`src/rtl/clkdiv_gen_pkg.sv`:
```
// Shared definitions for the clkdiv_gen divider: FSM state encoding, minimum divisor,
// and the saturating debug-counter increment.
package clkdiv_gen_pkg;

    typedef enum logic [1:0] {
        ST_IDLE = 2'd0,
        ST_HIGH = 2'd1,
        ST_LOW  = 2'd2
    } clkdiv_state_e;

    localparam int CLKDIV_MIN_DIV = 32'd2;

    function automatic logic [15:0] sat_inc16(input logic [15:0] v);
        logic [15:0] r;
        if (v == 16'hffff) begin
            r = v;
        end else begin
            r = v + 16'd1;
        end
        return r;
    endfunction

endpackage

```
`src/rtl/clkdiv_gen_if.sv`:
```
// Divisor configuration handshake for clkdiv_gen: a new divisor is taken when
// cfg_valid and cfg_ready are both high on a clk edge.
interface clkdiv_gen_if #(
    parameter int W = 32'd8
) ();
    logic         cfg_valid;
    logic [W-1:0] cfg_div;
    logic         cfg_ready;

    modport master (output cfg_valid, output cfg_div, input cfg_ready);
    modport slave  (input cfg_valid, input cfg_div, output cfg_ready);
endinterface

```
`src/rtl/clkdiv_gen_clkroot_anchor.sv`:
```
// Anchor cell marking the generated-clock root so timing constraints can attach to it.
module clkroot_anchor (
    input  logic i,
    output logic z
);
    assign z = i;
endmodule

```
`src/rtl/clkdiv_gen.sv`:
```
// Programmable integer clock divider with glitch-free period-boundary updates.
// Optional completed-period debug counter enabled by defining CLKDIV_DBG_COUNT_EN.
module clkdiv_gen
    import clkdiv_gen_pkg::*;
#(
    parameter int W       = 32'd8,
    parameter int DIV_RST = 32'd4
) (
    input  logic         clk,
    input  logic         rst_n,
    input  logic         en_i,
    clkdiv_gen_if.slave  cfg_if,
    output logic         clk_div_o,
    output logic         tick_o,
    output logic         busy_o,
    output logic [15:0]  dbg_periods_o
);

    localparam logic [W-1:0] MIN_DIV = W'(CLKDIV_MIN_DIV);
    localparam logic [W-1:0] RST_DIV = W'(DIV_RST);

    function automatic logic [W-1:0] clamp_div(input logic [W-1:0] d);
        logic [W-1:0] r;
        if (d < MIN_DIV) begin
            r = MIN_DIV;
        end else begin
            r = d;
        end
        return r;
    endfunction

    // High phase is floor(N/2) cycles; the counter reloads with length-1.
    function automatic logic [W-1:0] hi_reload(input logic [W-1:0] n);
        return (n >> 1) - W'(1);
    endfunction

    function automatic logic [W-1:0] lo_reload(input logic [W-1:0] n);
        return n - (n >> 1) - W'(1);
    endfunction

    clkdiv_state_e state_q, state_d;
    logic [W-1:0]  cnt_q, cnt_d;
    logic [W-1:0]  div_q, div_d;
    logic [W-1:0]  pend_q, pend_d;
    logic          pend_vld_q, pend_vld_d;
    logic          clk_div_q, clk_div_d;
    logic          tick_q, tick_d;
    logic          busy_q, busy_d;
    logic          rdy_q, rdy_d;
    logic [W-1:0]  div_eff_s;
    logic          accept_s;

    assign accept_s = cfg_if.cfg_valid & rdy_q;

    // Next-state, phase counter and divisor/pending bookkeeping.
    always_comb begin
        state_d    = state_q;
        cnt_d      = cnt_q;
        div_d      = div_q;
        pend_vld_d = pend_vld_q;
        clk_div_d  = clk_div_q;
        tick_d     = 1'b0;
        if (pend_vld_q) begin
            div_eff_s = pend_q;
        end else begin
            div_eff_s = div_q;
        end

        case (state_q)
            ST_IDLE: begin
                // A pending divisor is applied on the next edge whether or not we start.
                div_d      = div_eff_s;
                pend_vld_d = 1'b0;
                clk_div_d  = 1'b0;
                if (en_i) begin
                    state_d   = ST_HIGH;
                    clk_div_d = 1'b1;
                    tick_d    = 1'b1;
                    cnt_d     = hi_reload(div_eff_s);
                end else begin
                    cnt_d     = {W{1'b0}};
                end
            end
            ST_HIGH: begin
                if (cnt_q == {W{1'b0}}) begin
                    state_d   = ST_LOW;
                    clk_div_d = 1'b0;
                    cnt_d     = lo_reload(div_q);
                end else begin
                    cnt_d     = cnt_q - W'(1);
                end
            end
            ST_LOW: begin
                if (cnt_q == {W{1'b0}}) begin
                    if (en_i) begin
                        state_d    = ST_HIGH;
                        clk_div_d  = 1'b1;
                        tick_d     = 1'b1;
                        div_d      = div_eff_s;
                        pend_vld_d = 1'b0;
                        cnt_d      = hi_reload(div_eff_s);
                    end else begin
                        state_d    = ST_IDLE;
                        clk_div_d  = 1'b0;
                    end
                end else begin
                    cnt_d = cnt_q - W'(1);
                end
            end
            default: begin
                state_d   = ST_IDLE;
                clk_div_d = 1'b0;
                cnt_d     = {W{1'b0}};
            end
        endcase

        // Accept only happens with no pending value, so it never races the clear above.
        if (accept_s) begin
            pend_d     = clamp_div(cfg_if.cfg_div);
            pend_vld_d = 1'b1;
        end else begin
            pend_d     = pend_q;
        end

        busy_d = (state_d != ST_IDLE);
        rdy_d  = ~pend_vld_d;
    end

    // State and output registers.
    always_ff @(posedge clk or negedge rst_n) begin
        if (!rst_n) begin
            state_q    <= ST_IDLE;
            cnt_q      <= {W{1'b0}};
            div_q      <= RST_DIV;
            pend_q     <= RST_DIV;
            pend_vld_q <= 1'b0;
            clk_div_q  <= 1'b0;
            tick_q     <= 1'b0;
            busy_q     <= 1'b0;
            rdy_q      <= 1'b1;
        end else begin
            state_q    <= state_d;
            cnt_q      <= cnt_d;
            div_q      <= div_d;
            pend_q     <= pend_d;
            pend_vld_q <= pend_vld_d;
            clk_div_q  <= clk_div_d;
            tick_q     <= tick_d;
            busy_q     <= busy_d;
            rdy_q      <= rdy_d;
        end
    end

`ifdef CLKDIV_DBG_COUNT_EN
    logic        per_done_s;
    logic [15:0] dbg_q;

    assign per_done_s = (state_q == ST_LOW) && (cnt_q == {W{1'b0}});

    // Completed-period counter, saturating.
    always_ff @(posedge clk or negedge rst_n) begin
        if (!rst_n) begin
            dbg_q <= 16'h0000;
        end else if (per_done_s) begin
            dbg_q <= sat_inc16(dbg_q);
        end else begin
            dbg_q <= dbg_q;
        end
    end

    assign dbg_periods_o = dbg_q;
`else
    assign dbg_periods_o = 16'h0000;
`endif

    assign cfg_if.cfg_ready = rdy_q;
    assign tick_o           = tick_q;
    assign busy_o           = busy_q;

    clkroot_anchor u_clkroot_anchor (
        .i (clk_div_q),
        .z (clk_div_o)
    );

endmodule

```
`src/flat_wrapper.sv`:
```
// flat-port wrapper written by rule: the top's interface ports become plain ports
module clkdiv_gen_flat import clkdiv_gen_pkg::*;
#(
    parameter int W       = 32'd8,
    parameter int DIV_RST = 32'd4
)
  (clk, rst_n, en_i, clk_div_o, tick_o, busy_o, dbg_periods_o, cfg_if_cfg_valid, cfg_if_cfg_div, cfg_if_cfg_ready);
  clkdiv_gen_if #(.W(W)) cfg_if_i ();
  input  logic clk;
  input  logic rst_n;
  input  logic en_i;
  output logic clk_div_o;
  output logic tick_o;
  output logic busy_o;
  output logic [15:0] dbg_periods_o;
  input wire logic [$bits(cfg_if_i.cfg_valid)-1:0] cfg_if_cfg_valid;
  input wire logic [$bits(cfg_if_i.cfg_div)-1:0] cfg_if_cfg_div;
  output wire logic [$bits(cfg_if_i.cfg_ready)-1:0] cfg_if_cfg_ready;
  assign cfg_if_i.cfg_valid = cfg_if_cfg_valid;
  assign cfg_if_i.cfg_div = cfg_if_cfg_div;
  assign cfg_if_cfg_ready = cfg_if_i.cfg_ready;
  clkdiv_gen #(.W(W), .DIV_RST(DIV_RST)) u_core (.clk(clk), .rst_n(rst_n), .en_i(en_i), .cfg_if(cfg_if_i), .clk_div_o(clk_div_o), .tick_o(tick_o), .busy_o(busy_o), .dbg_periods_o(dbg_periods_o));
endmodule
```
`config.mk`:
```
export PLATFORM = sky130hd
export DESIGN_NAME = clkdiv_gen_flat
export DESIGN_NICKNAME = d
export VERILOG_FILES = /design/src/rtl/clkdiv_gen_pkg.sv /design/src/rtl/clkdiv_gen_if.sv /design/src/rtl/clkdiv_gen_clkroot_anchor.sv /design/src/rtl/clkdiv_gen.sv /design/src/flat_wrapper.sv
export SDC_FILE = /design/constraint.sdc
export NUM_CORES = 1
export LEC_CHECK = 0
export ABC_CLOCK_PERIOD_IN_PS = 5900
export BUFFER_PORTS_ARGS = -buffer_cell sky130_fd_sc_hd__buf_2
export CORE_MARGIN = 3
export CORE_UTILIZATION = 61
export CTS_CLUSTER_DIAMETER = 200
export CTS_CLUSTER_SIZE = 14
export DETAILED_ROUTE_END_ITERATION = 7
export PLACE_DENSITY_LB_ADDON = 0.1
export RECOVER_POWER = 25
export REMOVE_ABC_BUFFERS = 1
export SYNTH_ARGS = -nofsm -noshare
export SYNTH_HDL_FRONTEND = slang
export SYNTH_SLANG_ARGS = --single-unit
```
`constraint.sdc`:
```
create_clock -name clk -period 5.9 [get_ports clk]
set_input_delay 1.475 -clock clk [delete_from_list [all_inputs] [get_ports clk]]
set_output_delay 1.475 -clock clk [all_outputs]
set_load 0.01 [all_outputs]
```
; ---- Yosys cells after proc, flatten, opt, wreduce, memory -nomap -nowiden
; Index checks and enable logic that the tools add are counted.
[word_totals]
register_bits = 31
out_inout_bits = 20
input_bits = 12
[op_classes]
n_mux = 25
order_cmp = 1
n_addsub = 4
bitwise = 2
eq_ne = 6
n_reduce_logical = 6
[op_table]
columns = cell, count
row1 = $mux 8, 8
row2 = $pmux 8 s3, 1
row3 = $pmux 8 s2, 1
row4 = $sub 8x1->8 const B, 2
row5 = $logic_not 8->1, 1
row6 = $lt 8x2->1 const B, 1
row7 = $mux 1, 8
row8 = $sub 7x1->8 const B, 1
row9 = $sub 8x7->8, 1
row10 = $mux 2, 3
row11 = $pmux 2 s3, 1
row12 = $ne 2x1->1 const B, 2
row13 = $pmux 1 s2, 2
row14 = $reduce_bool 2->1, 2
row15 = $ne 3x3->1 const B, 1
row16 = $pmux 1 s3, 1
row17 = $reduce_and 3->1, 1
row18 = $eq 2x1->1 const B, 1
row19 = $eq 2x2->1 const B, 1
row20 = $logic_not 2->1, 1
row21 = $ne 2x2->1 const B, 1
row22 = $reduce_and 2->1, 1
row23 = $and 1x1->1, 1
row24 = $not 1->1, 1

; ---- Depth between registers and ports, before layout
; Gate-level depths: netlist (run 1).
[logic_depth]
word_depth = 5
depth_mapped = 9
depth_no_buf = 9

; ---- By module
; Synthesis (run 1) repeated with hierarchy kept, for this count alone.
[hier_totals]
cells_unflattened = 240
hier_area_um2 = 2224.6
[modules_own_cells]
columns = module, cells_each, area_each_um2, seq_area_each_um2, n_inst
row1 = clkdiv_gen, 239, 2217.1, 779.5, 1
row2 = clkroot_anchor, 1, 7.5, 0.0, 1

; ---- Worst setup path after synthesis (run 1)
; Ideal clock, no wire load.
[synth_path]
kind = input to register
from = in en_i
to = reg u_core.div_q[0]
setup_slack_ns = 3.443
n_path_buf = 1
t_required_ns = 5.775
arrival_time_ns = 2.331
path_stages = 5
cell_sequence = nand4_2 a21oi_4 and2_4 buf_12 mux2_4
[synth_via]
elab_chain_len = 2
[synth_lines]
columns = element, line_no
row1 = from (decl), flat_wrapper.sv:11  ; input logic en_i;
row2 = $ne 2x2->1 (no source line), n/a
row3 = $reduce_and 3->1 (no source line), n/a
row4 = to (signal assigned), clkdiv_gen.sv:144  ; div_q <= div_d;
row5 = to (decl), clkdiv_gen.sv:43  ; logic [W-1:0] div_q, div_d;
; No other way between the ends.
; A chain may end at the register's enable or synchronous reset.

==> metrics.csv, run 1 <==
metric;value;unit
Critical Path AT;2.64;ns
RD Place Congestion;0.8794;
R2R Path Start;u_core.div_q[1]$_DFFE_PN0P_;
CTS H-Tree Depth;2;
Root Driver;clkbuf_4;
Starting Density;64.30;%
Routed Antenna Nets;0;
clk_lat worst skew;0.34;ns
DRC;0;
Final Critical Period;2.485;ns
final instance area;2277;µm²
top cells by area, synth;dfrtp_1, buf_4, ha_1, mux2_4, dfstp_2;
CTS max path bufs;2;
mapped cell area;2180;µm²
Post-synth top cells;dfrtp_1, nor2_1, buf_4;
hold depth;1;
share of the synthesized area in the top cell type;32.15;%
peak supply drop;0.3218;mV
CTS tree;built;
Pleak;1.044;nW
Vias/cell;5.746;
Max transition margin;-8.781;%
number of synthesis warnings;0;
DR WL/cell;15.45;µm
Reg area;779.5;µm²
Worst Setup SP;rst_n;
clock sinks;31;
HP Start;u_core.clk_div_q$_DFFE_PN0P_;
multi-input gate area in the final layout;1239;µm²
Cell Rows;21;
failing checks;max-capacitance violations, max-slew violations;
Via Count;1649;
total wire length;4433;µm
final worst slack;3.415;ns
status;finished, violations left;
hold worst-path end;u_core.clk_div_q$_DFFE_PN0P_;
DP HPWL;3490;µm
CP peak stage delay;1.15;ns
Worst Hold Class;flop to flop;
Tot Pwr;1.485;mW
Clock transition at path regs;0.09;ns
Die ar.;4326;µm²
area leader, netlist;dfrtp_1;
DRT iter0 DRCs;154;
vias in the first global route;1604;
Hold Buf Count CTS;0;
# Post-CTS Setup Buffers;0;
Slew Limit Fails;32;
CP Class;input port to async pin;
maxcap violations;1;
R2R Path End;u_core.cnt_q[6]$_DFFE_PN0P_;
Setup Skew;0.006714;ns
core area;3390;µm²
Top FF cell, synth;dfrtp_1;
Cells after Synth;226;
setup tns final;0;ns
number of flops mapped to enable cells by yosys;0;
period utilization;42.13;%
R2R depth;9;
Crit Path Max Fanout;31;
final setup fails;0;
CP Cell Sequence;clkbuf_1;
GRT Residual Overflow;0;
Yosys cell types;52;
Final #Nets;263;
die span in y;65.78;µm
worst hold slack;0.4813;ns
Resize count post-CTS;0;
PD cells;652.1;nW/µm²
area post-placement;2207;µm²
slew at the pin closest to its max-slew limit;1.632;ns
I/O Buffers;15;
all-layer global routing usage;22.22;%
FMAX;402.3;MHz
first-pass GRT wire length;7169;µm
Top delay family on crit path;buffers and inverters;
slowest CP cell;clkbuf_1;
critical path endpoint category;async pin;
Mean Syn Cell Area;9.644;µm²
drt first pass iters;4;
R2R Setup Slk;3.60;ns
FILL cells;279;
dpl ws;3.210;ns
Worst Path Required;6.06;ns
largest net degree at the start of global routing;32;
WP buf/inv;1;
CTS buffer count;5;
top-count cell post-synth;dfrtp_1;
n_diodes;0;
Boundary Pins;32;
area grow syn2layout;4.477;%
RSZ-0062 raised after global routing;no;
final hold violation count;0;
register area share after synthesis;35.76;%
Async S/R FF share, synth;100.0;%
initial antenna violation count;0;
Seq cells post-synth;31;
Die Wd;65.78;µm
share of cells above drive strength 1;18.67;%
Worst setup SP type;input port;
flip-flops by register name, summed over array words and instances, names as in the netlist:
name / flops
u_core.cfg_if.cfg_ready: 1
u_core.state_q: 2
u_core.div_q: 8
u_core.pend_vld_q: 1
u_core.pend_q: 8
u_core.tick_o: 1
u_core.busy_o: 1
u_core.cnt_q: 8
u_core.clk_div_q: 1
cells in the final DEF (no fill, tap or decap), types with 3 or more instances in the layout:
master    instances
clkbuf_4          5
a22oi_1           4
nand2_1          15
o21ai_0           8
nor3_1            6
a32oi_1           3
mux2i_1           7
xor2_1            8
conb_1           16
nand2b_1          5
mux2_2            7
xnor2_1           8
mux2_4            6
ha_1              9
buf_2            14
nor3b_1           3
nor2_1           17
inv_1            15
dfstp_2           3
a21oi_1          14
dfrtp_1          28
how the worst max path moves through the flow:
stage,depth (start not counted),end
floorplan,4,u_core.pend_q[1]$_DFFE_PN0P_
global placement,5,u_core.div_q[6]$_DFFE_PN0P_
detailed placement,5,u_core.div_q[0]$_DFFE_PN0P_
CTS,1,cfg_if_cfg_ready
global route,1,u_core.pend_q[0]$_DFFE_PN0P_
finish,1,u_core.pend_q[0]$_DFFE_PN0P_
report_power, final:
group          switching [mW]  internal, mW  total (mW)
combinational           0.447         0.408       0.856
clock                  0.0703        0.0872       0.158
sequential              0.147         0.325       0.472
final cells by class:
type / count / area share [%]
tap: 46 / 2.527
clock buffer: 6 / 1.813
timing repair buffer: 15 / 3.242
multi-input combinational: 173 / 54.40
sequential: 31 / 34.23
clock inverter: 1 / 1.319
inverter: 15 / 2.473
cells by family after synthesis:
| group | count (synthesis) | share of synthesized area, % |
|---|---|---|
| flops | 31 | 35.76 |
| xor+xnor | 16 | 6.430 |
| buf+inv | 37 | 9.989 |
| other cells | 1 | 0.1721 |
| mux | 20 | 10.96 |
| simple gates | 64 | 16.02 |
| fa+ha+maj | 10 | 6.085 |
| compound gates | 47 | 14.58 |
through the flow:
step	cells	util [%]
after CTS	287	67.22
after detailed placement	280	65.12
after global routing	287	67.18
after floorplan	219	-
final	287	67.18
after global placement	280	65.12
routing by layer:
layer | track usage [%] | vias up | wire [µm]
met1 | 24.73 | 792 | 1725
met2 | 37.55 | 51 | 2353
met5 | 0 | - | 0
li1 | - | 797 | -
met3 | 6.803 | 9 | 248
met4 | 12.18 | 0 | 106
Power figures use the tool's default switching activity.
==> run 2, diff against run 1 <==
--- a/config.mk
+++ b/config.mk
@@ -5,10 +5,10 @@
 export SDC_FILE = /design/constraint.sdc
 export NUM_CORES = 1
 export LEC_CHECK = 0
-export ABC_CLOCK_PERIOD_IN_PS = 5900
+export ABC_CLOCK_PERIOD_IN_PS = 2100
 export BUFFER_PORTS_ARGS = -buffer_cell sky130_fd_sc_hd__buf_2
 export CORE_MARGIN = 3
-export CORE_UTILIZATION = 61
+export CORE_UTILIZATION = 52
 export CTS_CLUSTER_DIAMETER = 200
 export CTS_CLUSTER_SIZE = 14
 export DETAILED_ROUTE_END_ITERATION = 7
==> constraint.sdc (replaced) <==
create_clock -name clk -period 2.1 [get_ports clk]
set_input_delay 0.525 -clock clk [delete_from_list [all_inputs] [get_ports clk]]
set_output_delay 0.525 -clock clk [all_outputs]
set_load 0.01 [all_outputs]
==> run 2 against run 1 <==
  * The run still ends with max-capacitance violations, max-slew violations left
  * Utilization down 4.6 points
  * Register-to-register slack worse by 3.5 ns
  * Highest routed layer unchanged
  * Clock-buffer cell count up 2
  * Worst setup slack worse by 3.3 ns
==> metrics.csv, run 2 (synthesized netlist as in run 1, its figures left out) <==
metric;value;unit;change
drt first pass iters;4;;unchanged
final instance area;2411;µm²;+5.9%
Via Count;1664;;+0.91%
clock sinks;31;;unchanged
Switching Share;43.08;%;-1.7 points
placed cells;294;;+5.0%
hold depth;3;;+2
HP Start;cfg_if_cfg_div[0];;
CTS buffer count;5;;unchanged
area grow syn2layout;10.62;%;
initial antenna violation count;0;;unchanged
DP HPWL;3354;µm;-3.9%
CTS max path bufs;2;;unchanged
clk_lat worst skew;0.29;ns;-0.05 ns
failing checks;max-capacitance violations, max-slew violations;;
Clock transition at path regs;0.06;ns;-0.03 ns
DRC;0;;unchanged
Die Wd;70.74;µm;+7.5%
vias in the first global route;1525;;-4.9%
Largest regs;u_core.cnt_q: 8 flops, u_core.div_q: 8 flops, u_core.pend_q: 8 flops;;
Worst Path Required;2.26;ns;-3.80 ns
Vias/cell;5.510;;-4.1%
R2R depth;9;;unchanged
Setup Skew;0.003996;ns;-0.002718 ns
CTS H-Tree Depth;2;;unchanged
PD cells;1838;nW/µm²;+180%
# Post-CTS Setup Buffers;0;;unchanged
hold worst-path end;u_core.pend_q[0]$_DFFE_PN0P_;;
Crit Path Max Fanout;3;;-90%
Seq pwr share;28.7;%;-3.1 points
period utilization;94.35;%;
peak supply drop;0.8673;mV;+170%
R2R Setup Slk;0.12;ns;-3.48 ns
Boundary Pins;32;;unchanged
setup tns final;0;ns;unchanged
slew at the pin closest to its max-slew limit;1.660;ns;+0.02784 ns
FMAX;504.7;MHz;
RD Place Congestion;0.8115;;-7.7%
Starting Density;56.56;%;-7.7 points
cell mode on critical path;o21ai_0;;
CP Class;flop to flop;;
Comb pwr share;59.6;%;+2.0 points
Routed Antenna Nets;0;;unchanged
Die ar.;5004;µm²;+16%
dpl ws;0.05083;ns;-3.159 ns
maxcap violations;1;;unchanged
n_diodes;0;;unchanged
Max transition margin;-10.64;%;-1.9 points
Final #Nets;275;;+4.6%
commonest non-fill, non-tap cell in the layout;dfrtp_1;;
all-layer global routing usage;18.67;%;-3.6 points
Clk pwr share;11.7;%;+1.1 points
die span in y;70.74;µm;+7.5%
Final Critical Period;1.981;ns;
Root Driver;clkbuf_8;;
Critical Path AT;2.14;ns;-0.50 ns
share of cells above drive strength 1;24.02;%;+5.3 points
Cell Rows;22;;+4.8%
Worst path depth;9;;+8
Slew Limit Fails;32;;unchanged
Power Internal;2.522;mW;+210%
worst hold slack;0.4734;ns;-0.007883 ns
final setup fails;0;;unchanged
Final Util;62.56;%;-4.6 points
R2R Path Start;u_core.div_q[1]$_DFFE_PN0P_;;
status;finished, violations left;;
final worst slack;0.1187;ns;-3.296 ns
Worst Hold Class;input port to flop;;
GRT Residual Overflow;0;;unchanged
critical path endpoint category;flop;;
Worst setup SP type;flop;;
R2R Path End;u_core.cnt_q[6]$_DFFE_PN0P_;;
WP buf/inv;2;;+1
final hold violation count;0;;unchanged
slowest CP cell;fa_1;;
CTS tree;built;;
Top delay family on crit path;adder cells;;
CP peak stage delay;0.39;ns;-0.76 ns
Tot Pwr;4.430;mW;+200%
Pleak;1.119;nW;+7.2%
core area;3854;µm²;+14%
commonest cells after routing, fill and taps aside;dfrtp_1, nor2_1, conb_1, nand2_1;;
Post-Layout Cell Count;302;;+5.2%
area post-placement;2300;µm²;+4.2%
largest net degree at the start of global routing;32;;unchanged
CP Cell Sequence;inv_2, ha_1, inv_1, fa_1, nand2b_1, a211oi_2, o21ai_0, mux2i_1, o21ai_0;;
DR WL/cell;14.67;µm;-5.1%
I/O Buffers;15;;unchanged
total wire length;4429;µm;about the same
sw power;1.909;mW;+190%
DRT iter0 DRCs;96;;-38%
Hold Buf Count CTS;0;;unchanged
first-pass GRT wire length;7279;µm;+1.5%
[run 2: changes by cell type in the layout (fill, tap and decap cells not counted), sizes merged]
| cell | previous run | this run |
|---|---|---|
| buf | 14 | 26 |
| clkbuf | 7 | 9 |
| bufinv | 1 | 0 |
[run 2: timing repair]
item | 4_1_cts | 5_1_grt
gates resized for setup | 0 | 3
endpoints found under the hold margin | 0 | 0
setup endpoints to repair | 0 | 2
[run 2: area by class of cell]
cell class,instances,area [µm²]
timing repair buffer,27,163.9
clock buffer,8,100.1
fill,340,1443
multi-input combinational,173,1251
inverter,15,56.30
sequential,31,779.5
tap,48,60.06
[run 2: power groups by stage]
stage	sequential (mW)	combinational, mW	clock (mW)
2_1_floorplan	1.24	1.88	0
3_3_place_gp	1.27	2.53	0
3_5_place_dp	1.28	2.56	0
4_1_cts	1.27	2.60	0.534
5_1_grt	1.32	2.95	0.563
6_report	1.27	2.64	0.517
[run 2: how the worst max path moves through the flow]
| stage | endpoint | start |
|---|---|---|
| after floorplan | u_core.cnt_q[6]$_DFFE_PN0P_ | u_core.div_q[1]$_DFFE_PN0P_ |
| after global placement | u_core.cnt_q[6]$_DFFE_PN0P_ | u_core.div_q[1]$_DFFE_PN0P_ |
| after detailed placement | u_core.cnt_q[6]$_DFFE_PN0P_ | u_core.div_q[1]$_DFFE_PN0P_ |
| after CTS | u_core.cnt_q[6]$_DFFE_PN0P_ | u_core.div_q[1]$_DFFE_PN0P_ |
| after global routing | u_core.cnt_q[6]$_DFFE_PN0P_ | u_core.div_q[1]$_DFFE_PN0P_ |
| final | u_core.cnt_q[6]$_DFFE_PN0P_ | u_core.div_q[1]$_DFFE_PN0P_ |
[run 2: worst register-to-register path, cell delays in order (launching register included)]
cell	delay (ns)
dfrtp_1	0.38
inv_2	0.09
ha_1	0.17
inv_1	0.05
fa_1	0.39
nand2b_1	0.20
a211oi_2	0.18
o21ai_0	0.14
mux2i_1	0.16
o21ai_0	0.10
[run 2: per-layer routing]
layer	up-vias	share of wire (%)	global-route usage [%]
li1	820	-	-
met1	779	45	24.21
met2	55	47	29.56
met3	10	5.8	4.403
met4	0	2.3	8.559
met5	-	0	0
==> run 3, diff against run 2 <==
--- a/config.mk
+++ b/config.mk
@@ -5,7 +5,6 @@
 export SDC_FILE = /design/constraint.sdc
 export NUM_CORES = 1
 export LEC_CHECK = 0
-export ABC_CLOCK_PERIOD_IN_PS = 2100
 export BUFFER_PORTS_ARGS = -buffer_cell sky130_fd_sc_hd__buf_2
 export CORE_MARGIN = 3
 export CORE_UTILIZATION = 52
@@ -17,4 +16,5 @@
 export REMOVE_ABC_BUFFERS = 1
 export SYNTH_ARGS = -nofsm -noshare
 export SYNTH_HDL_FRONTEND = slang
+export SYNTH_HIERARCHICAL = 1
 export SYNTH_SLANG_ARGS = --single-unit
==> run 3 against run 2 <==
  * The run still ends with max-capacitance violations, max-slew violations left
  * Sequential power shrank 10%
  * Clock skew is 0.0026 ns higher
  * Worst setup slack got worse by 0.11 ns
  * Final cell count rose by 6.3%
  * Area after synthesis up 2.1%
  * Global-route usage grew 0.55 points
  * Sequential share of layout area shrank 1.4 points
  * Clock power decreased by 14%
  * Critical path type unchanged
  * Critical endpoint is now u_core/cnt_q[6]$_DFFE_PN0P_
  * Largest cell class unchanged
==> metrics.csv, run 3 <==
metric;value;unit;change
status;finished, violations left;;
failing checks;max-capacitance violations, max-slew violations;;
Tot Pwr;3.825;mW;-14%
final hold violation count;0;;unchanged
final worst slack;0.005122;ns;-0.1136 ns
Crit Path Max Fanout;3;;unchanged
Setup Skew;0.006564;ns;+0.002568 ns
Worst Hold Class;input port to flop;;
slew at the pin closest to its max-slew limit;1.650;ns;-0.009554 ns
CP Class;flop to flop;;
Vias/cell;5.336;;-3.1%
die span in y;71.41;µm;+0.94%
Root Driver;clkbuf_8;;
commonest non-fill, non-tap cell in the layout;dfrtp_1;;
Worst Setup SP;u_core/div_q[2]$_DFFE_PN1P_;;
DRC;0;;unchanged
Final Critical Period;2.095;ns;+0.1136 ns
Seq pwr share;29.9;%;+1.2 points
Worst setup SP type;flop;;
clock sinks;31;;unchanged
Cells after Synth;240;;+6.2%
sw power;1.556;mW;-18%
FMAX;477.4;MHz;-5.4%
Cell Rows;23;;+4.5%
Power Internal;2.269;mW;-10%
Clk pwr share;11.6;%;about the same
HP Start;cfg_if_cfg_div[0];;
Switching Share;40.68;%;-2.4 points
final setup fails;0;;unchanged
Final #Nets;292;;+6.2%
dpl ws;-0.003698;ns;-0.05453 ns
Seq cells post-synth;31;;unchanged
Final Util;62.01;%;-0.55 points
all-layer global routing usage;19.22;%;+0.55 points
critical path endpoint category;flop;;
final instance area;2516;µm²;+4.4%
share of the synthesized area in the top cell type;31.50;%;-0.65 points
area leader, netlist;dfrtp_1;;
Via Count;1713;;+2.9%
Routed Antenna Nets;0;;unchanged
drt first pass iters;4;;unchanged
setup tns final;0;ns;unchanged
Die ar.;5099;µm²;+1.9%
Async S/R FF share, synth;100.0;%;unchanged
Pleak;1.193;nW;+6.7%
Boundary Pins;32;;unchanged
GRT Residual Overflow;0;;unchanged
mapped cell area;2225;µm²;+2.1%
initial antenna violation count;0;;unchanged
Slew Limit Fails;32;;unchanged
clk_lat worst skew;0.27;ns;-0.02 ns
area grow syn2layout;13.10;%;
DP HPWL;3388;µm;+1.0%
R2R Path Start;u_core/div_q[2]$_DFFE_PN1P_;;
Clock transition at path regs;0.06;ns;about the same
largest net degree at the start of global routing;32;;unchanged
CTS H-Tree Depth;2;;unchanged
Die Wd;71.41;µm;+0.94%
Mean Syn Cell Area;9.269;µm²;-3.9%
area post-placement;2404;µm²;+4.5%
DRT iter0 DRCs;123;;+28%
commonest cells after routing, fill and taps aside;dfrtp_1, buf_4, conb_1, nor2_1;;
Post-synth top cells;dfrtp_1, buf_4, inv_1, nor2_1;;
PD cells;1520;nW/µm²;-17%
Critical Path AT;2.26;ns;+0.12 ns
top cells by area, synth;dfrtp_1, buf_4, ha_1, mux2_4, dfstp_2;;
DR WL/cell;14.10;µm;-3.9%
vias in the first global route;1598;;+4.8%
number of synthesis warnings;6;;+6
CTS tree;built;;
Yosys cell types;55;;+5.8%
Max transition margin;-10.00;%;+0.64 points
number of flops mapped to enable cells by yosys;0;;unchanged
Largest regs;u_core/cnt_q: 8 flops, u_core/div_q: 8 flops, u_core/pend_q: 8 flops;;
first-pass GRT wire length;7721;µm;+6.1%
n_diodes;0;;unchanged
core area;4058;µm²;+5.3%
period utilization;99.76;%;+5.4 points
# Post-CTS Setup Buffers;0;;unchanged
I/O Buffers;15;;unchanged
Worst Path Required;2.26;ns;about the same
Top FF cell, synth;dfrtp_1;;
total wire length;4525;µm;+2.2%
maxcap violations;1;;unchanged
Starting Density;54.83;%;-1.7 points
share of cells above drive strength 1;23.62;%;-0.40 points
CTS buffer count;5;;unchanged
Comb pwr share;58.5;%;-1.1 points
register area share after synthesis;35.04;%;-0.72 points
RD Place Congestion;0.8172;;+0.70%
RSZ-0062 raised after global routing;yes;;
CTS max path bufs;2;;unchanged
peak supply drop;0.8437;mV;-2.7%
top-count cell post-synth;dfrtp_1;;
[run 3: area by class of cell]
class                           instances  area (µm²)
Tap cell                               50       62.56
Inverter                               15       56.30
Multi-Input combinational cell        184        1315
Fill cell                             363        1541
Sequential cell                        31       779.5
Timing Repair Buffer                   33       221.5
Clock inverter                          1       5.005
Clock buffer                            7       76.32
[run 3: power groups by stage]
| stage | logic (mW) | registers [mW] | clock network [mW] |
|---|---|---|---|
| final | 2.24 | 1.14 | 0.444 |
| after global routing | 2.50 | 1.19 | 0.490 |
| after CTS | 2.14 | 1.14 | 0.462 |
| after detailed placement | 2.08 | 1.15 | 0 |
| after global placement | 2.06 | 1.14 | 0 |
| after floorplan | 1.44 | 1.17 | 0 |
[run 3: cell families after synthesis]
group,share of synthesized area (%)
compound gates,16.14
xor+xnor,5.906
fa+ha+maj,5.962
buf+inv,9.842
flops,35.04
mux,9.336
other cells,0.1686
simple gates,17.60
[run 3: through the flow]
stage               hold slack (ns)  instances
finish                       0.4855        321
global route                 0.4842        321
CTS                          0.3182        321
detailed placement           0.4883        313
global placement             0.4762        313
floorplan                    0.2294        230
[run 3: repair_timing]
action | in CTS | in global routing
gates resized for setup | 3 | 5
hold buffers | 0 | 0
pin swaps | 0 | 3
endpoints found under the setup margin | 3 | 4
[run 3: metal layers]
| layer | vias up | part of all wire (%) | track usage, % |
|---|---|---|---|
| met5 | - | 0 | 0 |
| met4 | 0 | 0.93 | 5.010 |
| met3 | 4 | 4.5 | 4.488 |
| met2 | 54 | 48 | 31.22 |
| met1 | 784 | 47 | 25.85 |
| li1 | 871 | - | - |
[run 3: worst max-delay path, cell delays in order, from the launching register on]
cell	delay, ns
dfstp_2	0.55
ha_1	0.25
buf_4	0.15
nor2b_1	0.13
o31a_1	0.27
o31ai_2	0.21
xor2_1	0.19
nor3_1	0.06
o21a_1	0.17
[run 3: path summary, 6_finish.rpt]
path	to	slack, ns	cells after the start
hold reg to reg	u_core/pend_q[0]$_DFFE_PN0P_	0.50	2
max in group asynchronous	u_core/pend_q[6]$_DFFE_PN0P_	0.48	1
hold / removal	u_core/pend_q[0]$_DFFE_PN0P_	0.49	3
setup reg to reg	u_core/cnt_q[6]$_DFFE_PN0P_	0.005	8
setup / recovery	u_core/cnt_q[6]$_DFFE_PN0P_	0.005	8
min in group asynchronous	u_core/state_q[1]$_DFF_PN0_	0.67	1
